File: src/rtl/div_issue_ctrl.sv
// Issue/sequencer for a shared radix-2 restoring divider: picks the oldest ready
// DIV/DIVU/REM/REMU reservation-station entry, iterates XLEN steps, hands the result to the CDB.
module div_issue_ctrl #(
  parameter int NUM_RS = 4,
  parameter int ROB_W  = 6,
  parameter int XLEN   = 32
) (
  input  logic                     clk,
  input  logic                     rst_n,
  input  logic                     flush,
  input  logic [ROB_W-1:0]         rob_head,
  input  logic [NUM_RS-1:0]        rs_ready,
  input  logic [NUM_RS*ROB_W-1:0]  rs_rob,
  input  logic [NUM_RS*2-1:0]      rs_op,
  input  logic [NUM_RS*XLEN-1:0]   rs_a,
  input  logic [NUM_RS*XLEN-1:0]   rs_b,
  output logic [NUM_RS-1:0]        rs_clear,
  output logic                     busy,
  output logic                     res_valid,
  output logic [ROB_W-1:0]         res_rob,
  output logic [XLEN-1:0]          res_data,
  input  logic                     res_ack,
  output logic [1:0]               dbg_state
);

  localparam int CNT_W = $clog2(XLEN);
  localparam int SEL_W = (NUM_RS > 1) ? $clog2(NUM_RS) : 1;

  typedef enum logic [1:0] {
    IDLE = 2'd0,
    RUN  = 2'd1,
    DONE = 2'd2
  } state_e;

  state_e            state_q, state_d;
  logic [CNT_W-1:0]  cnt_q, cnt_d;
  logic [ROB_W-1:0]  rob_q, rob_d;
  logic [XLEN-1:0]   rem_q, rem_d;
  logic [XLEN-1:0]   quo_q, quo_d;
  logic [XLEN-1:0]   bmag_q, bmag_d;
  logic              is_rem_q, is_rem_d;
  logic              neg_quo_q, neg_quo_d;
  logic              neg_rem_q, neg_rem_d;
  logic [XLEN-1:0]   res_data_q, res_data_d;

  // Oldest-first pick: age is distance from the ROB head modulo 2^ROB_W, so the
  // subtraction wraps naturally; strict '<' keeps the lowest index on ties.
  logic              found;
  logic [SEL_W-1:0]  sel;
  logic [ROB_W-1:0]  best_age;

  always_comb begin
    logic [ROB_W-1:0] age;
    found    = 1'b0;
    sel      = '0;
    best_age = '0;
    age      = '0;
    for (int i = 0; i < NUM_RS; i++) begin
      age = rs_rob[i*ROB_W +: ROB_W] - rob_head;
      if (rs_ready[i] && (!found || (age < best_age))) begin
        found    = 1'b1;
        sel      = SEL_W'(i);
        best_age = age;
      end
    end
  end

  logic [1:0]       sel_op;
  logic [ROB_W-1:0] sel_rob;
  logic [XLEN-1:0]  sel_a, sel_b, a_mag, b_mag;
  logic             sel_signed, sel_is_rem, a_neg, b_neg, div_by_zero, ovf, accept;

  assign sel_op      = rs_op[int'(sel)*2 +: 2];
  assign sel_rob     = rs_rob[int'(sel)*ROB_W +: ROB_W];
  assign sel_a       = rs_a[int'(sel)*XLEN +: XLEN];
  assign sel_b       = rs_b[int'(sel)*XLEN +: XLEN];
  assign sel_signed  = ~sel_op[0];
  assign sel_is_rem  = sel_op[1];
  assign a_neg       = sel_signed & sel_a[XLEN-1];
  assign b_neg       = sel_signed & sel_b[XLEN-1];
  assign a_mag       = a_neg ? (~sel_a + 1'b1) : sel_a;
  assign b_mag       = b_neg ? (~sel_b + 1'b1) : sel_b;
  assign div_by_zero = (sel_b == '0);
  assign ovf         = sel_signed && (sel_a == {1'b1, {(XLEN-1){1'b0}}}) && (sel_b == '1);
  assign accept      = (state_q == IDLE) && !flush && found;

  // One restoring step: shift in the next dividend bit, trial-subtract the divisor.
  logic [XLEN:0]   rem_shift, rem_diff;
  logic            q_bit;
  logic [XLEN-1:0] rem_next, quo_next;

  assign rem_shift = {rem_q, quo_q[XLEN-1]};
  assign rem_diff  = rem_shift - {1'b0, bmag_q};
  assign q_bit     = ~rem_diff[XLEN];
  assign rem_next  = q_bit ? rem_diff[XLEN-1:0] : rem_shift[XLEN-1:0];
  assign quo_next  = {quo_q[XLEN-2:0], q_bit};

  always_comb begin
    state_d    = state_q;
    cnt_d      = cnt_q;
    rob_d      = rob_q;
    rem_d      = rem_q;
    quo_d      = quo_q;
    bmag_d     = bmag_q;
    is_rem_d   = is_rem_q;
    neg_quo_d  = neg_quo_q;
    neg_rem_d  = neg_rem_q;
    res_data_d = res_data_q;
    case (state_q)
      IDLE: begin
        if (accept) begin
          rob_d    = sel_rob;
          is_rem_d = sel_is_rem;
          if (div_by_zero) begin
            res_data_d = sel_is_rem ? sel_a : '1;
            state_d    = DONE;
          end else if (ovf) begin
            res_data_d = sel_is_rem ? '0 : sel_a;
            state_d    = DONE;
          end else begin
            quo_d     = a_mag;
            bmag_d    = b_mag;
            rem_d     = '0;
            cnt_d     = '0;
            neg_quo_d = a_neg ^ b_neg;
            neg_rem_d = a_neg;
            state_d   = RUN;
          end
        end
      end
      RUN: begin
        rem_d = rem_next;
        quo_d = quo_next;
        cnt_d = cnt_q + 1'b1;
        if (cnt_q == CNT_W'(XLEN-1)) begin
          if (is_rem_q) res_data_d = neg_rem_q ? (~rem_next + 1'b1) : rem_next;
          else          res_data_d = neg_quo_q ? (~quo_next + 1'b1) : quo_next;
          state_d = DONE;
        end
      end
      DONE: begin
        if (res_ack) state_d = IDLE;
      end
      default: state_d = IDLE;
    endcase
    if (flush) state_d = IDLE;
  end

  always_ff @(posedge clk or negedge rst_n) begin
    if (!rst_n) begin
      state_q    <= IDLE;
      cnt_q      <= '0;
      rob_q      <= '0;
      rem_q      <= '0;
      quo_q      <= '0;
      bmag_q     <= '0;
      is_rem_q   <= 1'b0;
      neg_quo_q  <= 1'b0;
      neg_rem_q  <= 1'b0;
      res_data_q <= '0;
    end else begin
      state_q    <= state_d;
      cnt_q      <= cnt_d;
      rob_q      <= rob_d;
      rem_q      <= rem_d;
      quo_q      <= quo_d;
      bmag_q     <= bmag_d;
      is_rem_q   <= is_rem_d;
      neg_quo_q  <= neg_quo_d;
      neg_rem_q  <= neg_rem_d;
      res_data_q <= res_data_d;
    end
  end

  // CDB handshake: res_valid stays high with res_rob/res_data frozen until a cycle
  // with res_ack high; the transfer happens in that cycle and valid drops next cycle.
  assign rs_clear  = accept ? (NUM_RS'(1) << sel) : '0;
  assign busy      = (state_q != IDLE);
  assign res_valid = (state_q == DONE);
  assign res_rob   = rob_q;
  assign res_data  = res_data_q;
  assign dbg_state = state_q;

endmodule
File: config.mk
export PLATFORM = sky130hd
export DESIGN_NAME = div_issue_ctrl
export DESIGN_NICKNAME = d
export VERILOG_FILES = /design/src/rtl/div_issue_ctrl.sv
export SDC_FILE = /design/constraint.sdc
export NUM_CORES = 1
export LEC_CHECK = 0
export CORE_ASPECT_RATIO = 0.75
export CORE_UTILIZATION = 40
export DETAILED_ROUTE_END_ITERATION = 10
export SLEW_MARGIN = 20
export SYNTH_ARGS = -nofsm -noshare
export SYNTH_HDL_FRONTEND = slang
export SYNTH_SLANG_ARGS = --single-unit
File: constraint.sdc
create_clock -name clk -period 41.4 [get_ports clk]
set_input_delay 8.28 -clock clk [delete_from_list [all_inputs] [get_ports clk]]
set_output_delay 8.28 -clock clk [all_outputs]
set_load 0.01 [all_outputs]
=== Yosys cells after proc, flatten, opt, wreduce, memory -nomap -nowiden ===
Index checks and enable logic that the tools add are counted.
Widths: inputs -> output; s select.

* Register bits: 144
* Output and inout bits: 46
* Input bits: 302
* Logic and storage cells: 119

* Bitwise gates (word level): 11
* Equality and inequality tests: 13
* Add/subtract/negate cells: 10
* Shift-type cells: 5
* Order comparisons: 3
* Muxes and demuxes: 43
* Reductions and logical operators: 23
* Multipliers: 1

{| class="wikitable"
|+ Operators with widths
! operator !! number
|-
| $mux 32 || 18
|-
| $shiftx 128x8->32 || 2
|-
| $pmux 32 s2 || 3
|-
| $add 32x1->32 const B || 4
|-
| $not 32->32 || 4
|-
| $eq 32x32->1 const B || 2
|-
| $sub 33x32->33 || 1
|-
| $logic_not 32->1 || 1
|-
| $shiftx 24x6->6 || 1
|-
| $sub 6x6->6 || 4
|-
| $lt 6x6->1 || 3
|-
| $mux 6 || 3
|-
| $mux 2 || 8
|-
| $mux 5 || 3
|-
| $reduce_and 4->1 || 3
|-
| $pmux 5 s2 || 1
|-
| $ne 3x3->1 const B || 3
|-
| $ne 2x2->1 const B || 4
|-
| $shiftx 8x4->2 || 1
|-
| $logic_and 1x1->1 || 7
|-
| $pmux 2 s3 || 1
|-
| $add 5x1->5 const B || 1
|-
| $eq 5x5->1 const B || 1
|-
| $mux 1 || 5
|-
| 15 further kinds || 25
|}

=== Logic depth before layout (Yosys ltp) ===
Gate-level depths: netlist (run 1).

* Depth after elaboration: 23
* Mapped depth: 65
* Mapped depth without buffers: 40

=== Worst setup path after synthesis (run 1) ===
No wires, ideal clock.

* Kind: input -> output
* From: in rob_head[1]
* To: out rs_clear[0]
* Arrival: 19130 ps
* Path buffers: 22
* Data required time: 33120 ps
* Cell stages on the path: 50
* Setup slack: 13990 ps
* Cells stage by stage: inv_1 -> ha_1 -> a21o_1 -> a21o_1 -> a21o_1 -> a21oi_1 -> xnor2_1 -> nand2_1 -> ha_1 -> a21oi_1 -> and2_1 -> clkbuf_1 -> o221a_2 -> buf_2 -> buf_1 -> clkbuf_1 -> buf_1 -> clkbuf_1 -> [... 14 more ...] -> buf_2 -> clkbuf_1 -> o21ai_0 -> ha_1 -> nand4_1 -> o21ai_0 -> o32ai_2 -> or3_1 -> o211ai_1 -> buf_4 -> buf_6 -> buf_6 -> buf_6 -> buf_2 -> buf_1 -> clkbuf_1 -> nand2_1 -> nor3_1

* Longest elaborated chain between the ends: 16
* Elaborated cells between the ends (all ways): 27
* Those cells by class: 4 x add/sub; 3 x order compare; 1 x shift; 10 x mux; 9 x reduce/logical

{| class="wikitable"
|+ RTL lines
! item !! line !! RTL
|-
| from (decl) || 11 || <nowiki>input logic [ROB_W-1:0] rob_head,</nowiki>
|-
| $sub 6x6->6 || 59 || <nowiki>age = rs_rob[i*ROB_W +: ROB_W] - rob_head;</nowiki>
|-
| $mux 6 || 60 || <nowiki>if (rs_ready[i] && (!found || (age < best_age))) begin</nowiki>
|-
| $lt 6x6->1 || 60 ||
|-
| $logic_or 1x1->1 || 60 ||
|-
| $logic_and 1x1->1 || 60 ||
|-
| $mux 6 / $mux 1 (equally long branches) || 60 ||
|-
| $lt 6x6->1 / $logic_not 1->1 (equally long branches) || 60 ||
|-
| $logic_or 1x1->1 || 60 ||
|-
| $logic_and 1x1->1 || 60 ||
|-
| $mux 6 / $mux 1 (equally long branches) || 60 ||
|-
| $lt 6x6->1 / $logic_not 1->1 (equally long branches) || 60 ||
|-
| $logic_or 1x1->1 || 60 ||
|-
| $logic_and 1x1->1 || 60 ||
|-
| $mux 2 / $mux 1 (equally long branches) || 60 ||
|-
| $shl 1x2->4 / $logic_and 1x1->1 (equally long branches) || 177, 85 ||
|-
| $mux 4 * || 177 || <nowiki>assign rs_clear = accept ? (NUM_RS'(1) << sel) : '0;</nowiki>
|-
| to (decl) || 17 || <nowiki>output logic [NUM_RS-1:0] rs_clear,</nowiki>
|}

Mark *: on every way between the ends. The rest lies on a longest branch, timed or not.

=== Worst setup path in the final report (run 1) ===
* From: in rob_head[1]
* To: out rs_clear[1]

Same word-level chain as after synthesis.

==> results of run 1 <==
==> power groups by stage <==
| stage | Combinational (mW) | Clock (mW) | Sequential (mW) |
|---|---|---|---|
| 4_1_cts | 1.42 | 0.163 | 0.268 |
| 3_5_place_dp | 1.41 | 0 | 0.270 |
| 5_1_grt | 1.58 | 0.169 | 0.278 |
| 3_3_place_gp | 1.40 | 0 | 0.269 |
| 6_report | 1.48 | 0.162 | 0.270 |
| 2_1_floorplan | 0.950 | 0 | 0.252 |
==> layout make-up <==
cell class	count	area, µm²	share of cell area, %
well taps	578	723	3.27
repair buffers	374	3680	16.6
multi-input cells	2003	13200	59.6
flip-flops and latches	144	3600	16.3
diodes	11	27.5	0.124
clock buffers	17	425	1.92
inverters	78	293	1.32
clock inverters	15	181	0.820
==> placed cells by master (no fill, tap or decap), types with 27 or more instances in the layout <==
master,Yosys,final
a311oi_1,30,30
clkdlybuf4s50_1,0,346
nand3_1,48,48
xor2_1,72,72
nand2_1,257,257
nor3_1,72,70
xnor2_1,89,89
a21oi_1,175,175
o31ai_1,36,36
o21ai_0,205,205
a21o_1,35,34
dfrtp_1,144,144
a31oi_1,81,81
o211ai_1,52,52
o22ai_1,44,44
buf_4,4,27
nor2_1,176,172
nand4_1,27,27
inv_1,77,77
ha_1,74,74
mux2i_1,65,65
or3_1,57,56
mux2_2,29,29
a211oi_1,39,38
==> cells in the mapped netlist (8+ instances only) <==
master / count / area share [%]
or4_1: 18 / 0.76
dfrtp_1: 144 / 20
or2_2: 14 / 0.49
ha_1: 74 / 5.2
and3_1: 17 / 0.60
mux2_2: 29 / 1.8
a311oi_1: 30 / 1.5
a221o_1: 8 / 0.45
a21o_1: 35 / 1.5
buf_2: 48 / 1.3
a21boi_0: 8 / 0.34
o211ai_1: 52 / 2.2
o21a_1: 12 / 0.51
o31ai_1: 36 / 1.5
maj3_1: 10 / 0.56
a221oi_1: 11 / 0.54
xnor2_1: 89 / 4.4
nand2_1: 257 / 5.4
a31oi_1: 81 / 2.8
o22ai_1: 44 / 1.5
a211oi_1: 39 / 1.6
o21ai_0: 205 / 5.8
and2_1: 20 / 0.70
o41ai_1: 12 / 0.59
nor2b_1: 13 / 0.46
o2111a_1: 12 / 0.76
or3_1: 57 / 2.0
o211a_1: 9 / 0.51
clkbuf_1: 96 / 2.0
a21oi_1: 175 / 4.9
mux2i_1: 65 / 3.7
nand2b_1: 10 / 0.35
xor2_1: 72 / 3.5
buf_1: 19 / 0.40
inv_1: 77 / 1.6
nor2_1: 176 / 3.7
nand4_1: 27 / 0.95
o311ai_0: 10 / 0.49
nor3_1: 72 / 2.0
nand3_1: 48 / 1.3
nor4_1: 24 / 0.84
==> per-layer routing <==
layer / share of wire [%] / wire (µm) / GRT usage [%]
met5: 0.011 / 9 / 0
met4: 3.3 / 2770 / 11.8
met1: 44 / 37600 / 52.0
met3: 8.3 / 7040 / 5.77
met2: 44 / 37400 / 57.8
==> per-stage QoR <==
stage               power (mW)  utilization, %  cells  setup WS, ns
CTS                       1.85            50.7   3209         15.27
floorplan                 1.20               -   2401         13.99
finish                    1.91            50.7   3220         15.04
global route              2.02            50.7   3220         14.50
detailed placement        1.68            49.3   3177         15.31
global placement          1.67            49.3   3177         15.39
==> state kept, by name (all words and copies together), names as in the netlist <==
| signal | count |
|---|---|
| cnt_q | 5 |
| res_data | 32 |
| neg_rem_q | 1 |
| res_rob | 6 |
| dbg_state | 2 |
| neg_quo_q | 1 |
| is_rem_q | 1 |
| bmag_q | 32 |
| quo_q | 32 |
| rem_q | 32 |
==> how the worst max path moves through the flow <==
stage,slack [ns],endpoint,start
floorplan,13.99,rs_clear[0],rob_head[1]
global placement,15.39,rs_clear[1],rob_head[1]
detailed placement,15.31,rs_clear[1],rob_head[1]
CTS,15.27,rs_clear[1],rob_head[1]
global route,14.50,rs_clear[0],rob_head[1]
finish,15.04,rs_clear[1],rob_head[1]
==> worst max-delay path, delay by kind of cell <==
family                   cells  cell delay (ns)
AO/OA/AOI/OAI               14             3.43
AND/OR/NAND/NOR              9             2.53
buffers and inverters        5             2.27
adder cells (fa/ha/maj)      4             1.35
XOR/XNOR                     1             0.17
==> cell families (layout without fill, tap and decap cells) <==
kind of cell / after synthesis / in the layout / synth area share (%)
AO/OA/AOI/OAI: 866 / 866 / 32.2
XOR/XNOR: 161 / 161 / 7.92
adder cells (fa/ha/maj): 89 / 89 / 6.32
buffers and inverters: 254 / 484 / 6.08
flip-flops: 144 / 144 / 20.2
multiplexers: 95 / 95 / 5.55
other: 0 / 11 / 0
AND/OR/NAND/NOR: 792 / 792 / 21.7
==> reports/metrics.cfg, run 1 <==
[finish]
stdcell_area_um2=22100
syn2layout_area_growth_pct=24.2
nets=2999
drive_above_1_share_pct=5.36
fillCellCount=4318

[clock_tree]
clock_latency_ns=0.45
cts-root-buf=clkbuf_16
htreeDepth=4
cts_setup_buffers=0
clock_path_buffers=2
cts-buffers-inserted=17
cts_tree=built
cts_resized=0
cts_sinks=144
clkTransAtPathRegs_ns=0.07
hold_buffers=0

[floorplan]
initial_utilization_pct=40.8
die_w_um=246
chipHeight_um=185
ios=348
dieArea_um2=45400
core_area_um2=43600
rows=66

[pwr]
power_switching_mw=1.11
pwr-share-clk_pct=8.5
seq_power_share_pct=14.2
leakage_nw=8.72
p_sw_share_pct=58.2
peakVddDrop_mv=0.0528
comb_power_share_pct=77.3
intPower_uw=798
power_density_nw_per_um2=86.3

[route]
drt_first_pass_iters=8
wire_per_inst_um=26.3
antenna_left=0
vias=21000
drt_drc_violations_left=0
vias_per_cell=6.53
drtIter0Drc=2395
routed_wl_mm=84.7

[setup_path]
cp_max_fo=66
rrSetupSlack_ns=33.81
end_kind=output port
r2r_cells=23
critPathSlowestCell=or3_1
r2r_start=quo_q[31]$_DFFE_PN0P_
arrival_ns=18.08
worst_ep_required_time_ns=33.12
crit_path_start_kind=input port
max_stage_delay_ns=0.65
critPathKind=in -> out
rr_endpoint=res_data[20]$_DFFE_PN0P_

[synth]
ys_ff_latch=144
ys_warn_count=0
synth_edf_count=0
ys_seq_area_share_pct=20.2
syn_inst=2401
yosysUniqueCellTypes=95
synth_area_per_cell_um2=7.42
syn_nets=2782
ys_async_sr_fraction_pct=100
syn_area_um2=17800
ys.flop_type=dfrtp_1

[hold_path]
min_path_type=reg -> reg
min_from=res_rob[0]$_DFFE_PN0P_
hold_depth=2
hold_end=res_rob[0]$_DFFE_PN0P_

[place]
place_hpwl_mm=66.6
placed_cell_area_um2=21500
gp_congestion=1.05
numPortBuffers=347

[timing]
clock.fmax_ghz=0.0379
hold_violations=0
skew_ns=0.0166
tightest_slew_ns=1.06
min_period_over_period_pct=63.7
worst_hold_slack_ns=0.481
grt_setup_unrepaired=false
slew_viol_final=0
slew-limit-headroom_pct=29.5
setup_viol=0
fin_crit_ns=26.36
finalSetupTns_ns=0

[global_routing]
antenna_found_initial=13
globalRouteOverflowTotal=0
grt_pass1_vias=19500
grt_usage_pct=37.1
grt_pass1_wl_mm=127
grt_max_degree=96

[status]
status=completed

[flow_run]
drv_cap=0

Note: power is estimated with default switching activity, not from simulation.
==> run 2, diff against run 1 <==
- PLACE_DENSITY: unset -> 0.67
- clock period: 41.4 -> 21.6 ns (I/O delays scaled with it)
==> reports/metrics.cfg, run 2 (synthesis gave the netlist of run 1 again) <==
[route]
routed_wl_mm=82.7  ; -2.4%
vias=21000  ; -0.13%
drt_first_pass_iters=6  ; -2
antenna_left=0  ; unchanged
vias_per_cell=6.53  ; about the same
wire_per_inst_um=25.7  ; -2.2%
drtIter0Drc=2493  ; +4.1%
drt_drc_violations_left=0  ; unchanged

[global_routing]
busiest_layer=met2
use_met3_pct=7.85  ; +2.1 points
grt_pass1_wl_mm=123  ; -2.7%
grt_max_degree=91  ; -5.2%
grt_usage_pct=36.0  ; -1.1 points
grt_use_met2_pct=55.0  ; -2.7 points
gr-usage-met1_pct=50.2  ; -1.8 points
antenna_found_initial=9  ; -4
grt_pass1_vias=19300  ; -1.1%
globalRouteOverflowTotal=0  ; unchanged

[finish]
seq_area_um2=3600  ; unchanged
nets=2998  ; -0.033%
drive_above_1_share_pct=5.32  ; -0.036 points
fillCellCount=4278  ; -0.93%
final_common_cell=clkdlybuf4s50_1
multiInputGateArea_um2=13200  ; about the same
syn2layout_area_growth_pct=24.2  ; about the same
final_cell_mix=346 x clkdlybuf4s50_1, 257 x nand2_1, 205 x o21ai_0, 175 x a21oi_1, 172 x nor2_1

[setup_path]
r2r_cells=23  ; unchanged
worst_ep_required_time_ns=17.28  ; -15.84 ns
max_stage_delay_ns=0.74  ; +0.09 ns
rrSetupSlack_ns=14.57  ; -19.24 ns
end_kind=output port
crit_path_start_kind=input port
cp_max_fo=83  ; +26%
critPathKind=in -> out
critPathSlowestCell=buf_4
r2r_start=quo_q[31]$_DFFE_PN0P_
cpMostUsedCell=ha_1
arrival_ns=13.98  ; -4.10 ns
rr_endpoint=res_data[20]$_DFFE_PN0P_

[floorplan]
ios=348  ; unchanged
core_area_um2=43600  ; unchanged
initial_utilization_pct=40.8  ; unchanged
die_w_um=246  ; unchanged
rows=66  ; unchanged
dieArea_um2=45400  ; unchanged
chipHeight_um=185  ; unchanged

[timing]
tightest_slew_ns=1.08  ; +0.0182 ns
skew_ns=0.0149  ; -0.00173 ns
setup_viol=0  ; unchanged
hold_violations=0  ; unchanged
fin_crit_ns=18.30
finalSetupTns_ns=0  ; unchanged
slew-limit-headroom_pct=28.0  ; -1.5 points
slew_viol_final=0  ; unchanged
min_period_over_period_pct=84.7
grt_setup_unrepaired=false
fin_ws_ns=3.30  ; -11.74 ns
clock.fmax_ghz=0.0546

[clock_tree]
cts_sinks=144  ; unchanged
cts_tree=built
clock_path_buffers=2  ; unchanged
cts-buffers-inserted=17  ; unchanged
cts_setup_buffers=0  ; unchanged
clkTransAtPathRegs_ns=0.08  ; about the same
cts-root-buf=clkbuf_16
htreeDepth=4  ; unchanged
clock_latency_ns=0.46  ; about the same
cts_resized=0  ; unchanged
hold_buffers=0  ; unchanged

[place]
numPortBuffers=347  ; unchanged
gp_congestion=1.04  ; -1.3%
place_hpwl_mm=65.2  ; -2.1%
dp_slack_ns=3.57  ; -11.73 ns

[pwr]
leakage_nw=8.71  ; -0.10%
power_density_nw_per_um2=164  ; +90%
peakVddDrop_mv=0.0866  ; +64%

[status]
status=completed

[flow_run]
drv_cap=0  ; unchanged

[hold_path]
hold_end=res_rob[5]$_DFFE_PN0P_
hold_depth=2  ; unchanged
min_from=res_rob[5]$_DFFE_PN0P_
min_path_type=reg -> reg

-- run 2: where the power goes --
part           leakage, nW  switching, mW  internal (mW)
combinational         6.65           1.81          0.989
sequential            1.77          0.133          0.388
clock                0.291          0.150          0.167
-- run 2: area by class of cell --
type / instances / area share, %
Clock buffer: 17 / 1.92
Sequential cell: 144 / 16.3
Clock inverter: 15 / 0.866
Inverter: 78 / 1.32
Timing Repair Buffer: 373 / 16.6
Multi-Input combinational cell: 2003 / 59.7
Tap cell: 578 / 3.27
Antenna cell: 6 / 0.0679
-- run 2: critical path, delay by kind of cell --
family	cells	cell delay, ns
AO/OA/AOI/OAI	13	3.49
AND/OR/NAND/NOR	10	2.33
buffers and inverters	5	2.30
adder cells (fa/ha/maj)	4	1.33
XOR/XNOR	1	0.13
-- run 2: per-layer routing --
metal / wire, µm / share of wire, % / up-vias
li1: - / - / 9459
met1: 36000 / 44 / 10200
met2: 35900 / 43 / 1154
met3: 8150 / 9.9 / 171
met4: 2610 / 3.2 / 4
met5: 17 / 0.021 / -
-- run 2: how the worst max path moves through the flow --
stage | start | endpoint | slack, ns | depth (start not counted)
after floorplan | rob_head[1] | rs_clear[0] | 2.11 | 50
after global placement | rob_head[1] | rs_clear[3] | 3.78 | 33
after detailed placement | rob_head[1] | rs_clear[3] | 3.57 | 33
after CTS | rob_head[1] | rs_clear[3] | 3.54 | 33
after global routing | rob_head[1] | rs_clear[3] | 2.85 | 33
final | rob_head[1] | rs_clear[3] | 3.30 | 33
-- run 2: stage by stage --
stage	util (%)	hold WS, ns	cells	cell area [µm²]	total power [mW]
global placement	49.3	0.466	3176	21500	3.16
floorplan	-	0.458	2401	17800	2.30
detailed placement	49.3	0.478	3176	21500	3.20
global route	50.7	0.531	3211	22100	3.84
CTS	50.7	0.496	3208	22100	3.53
finish	50.7	0.494	3214	22100	3.64
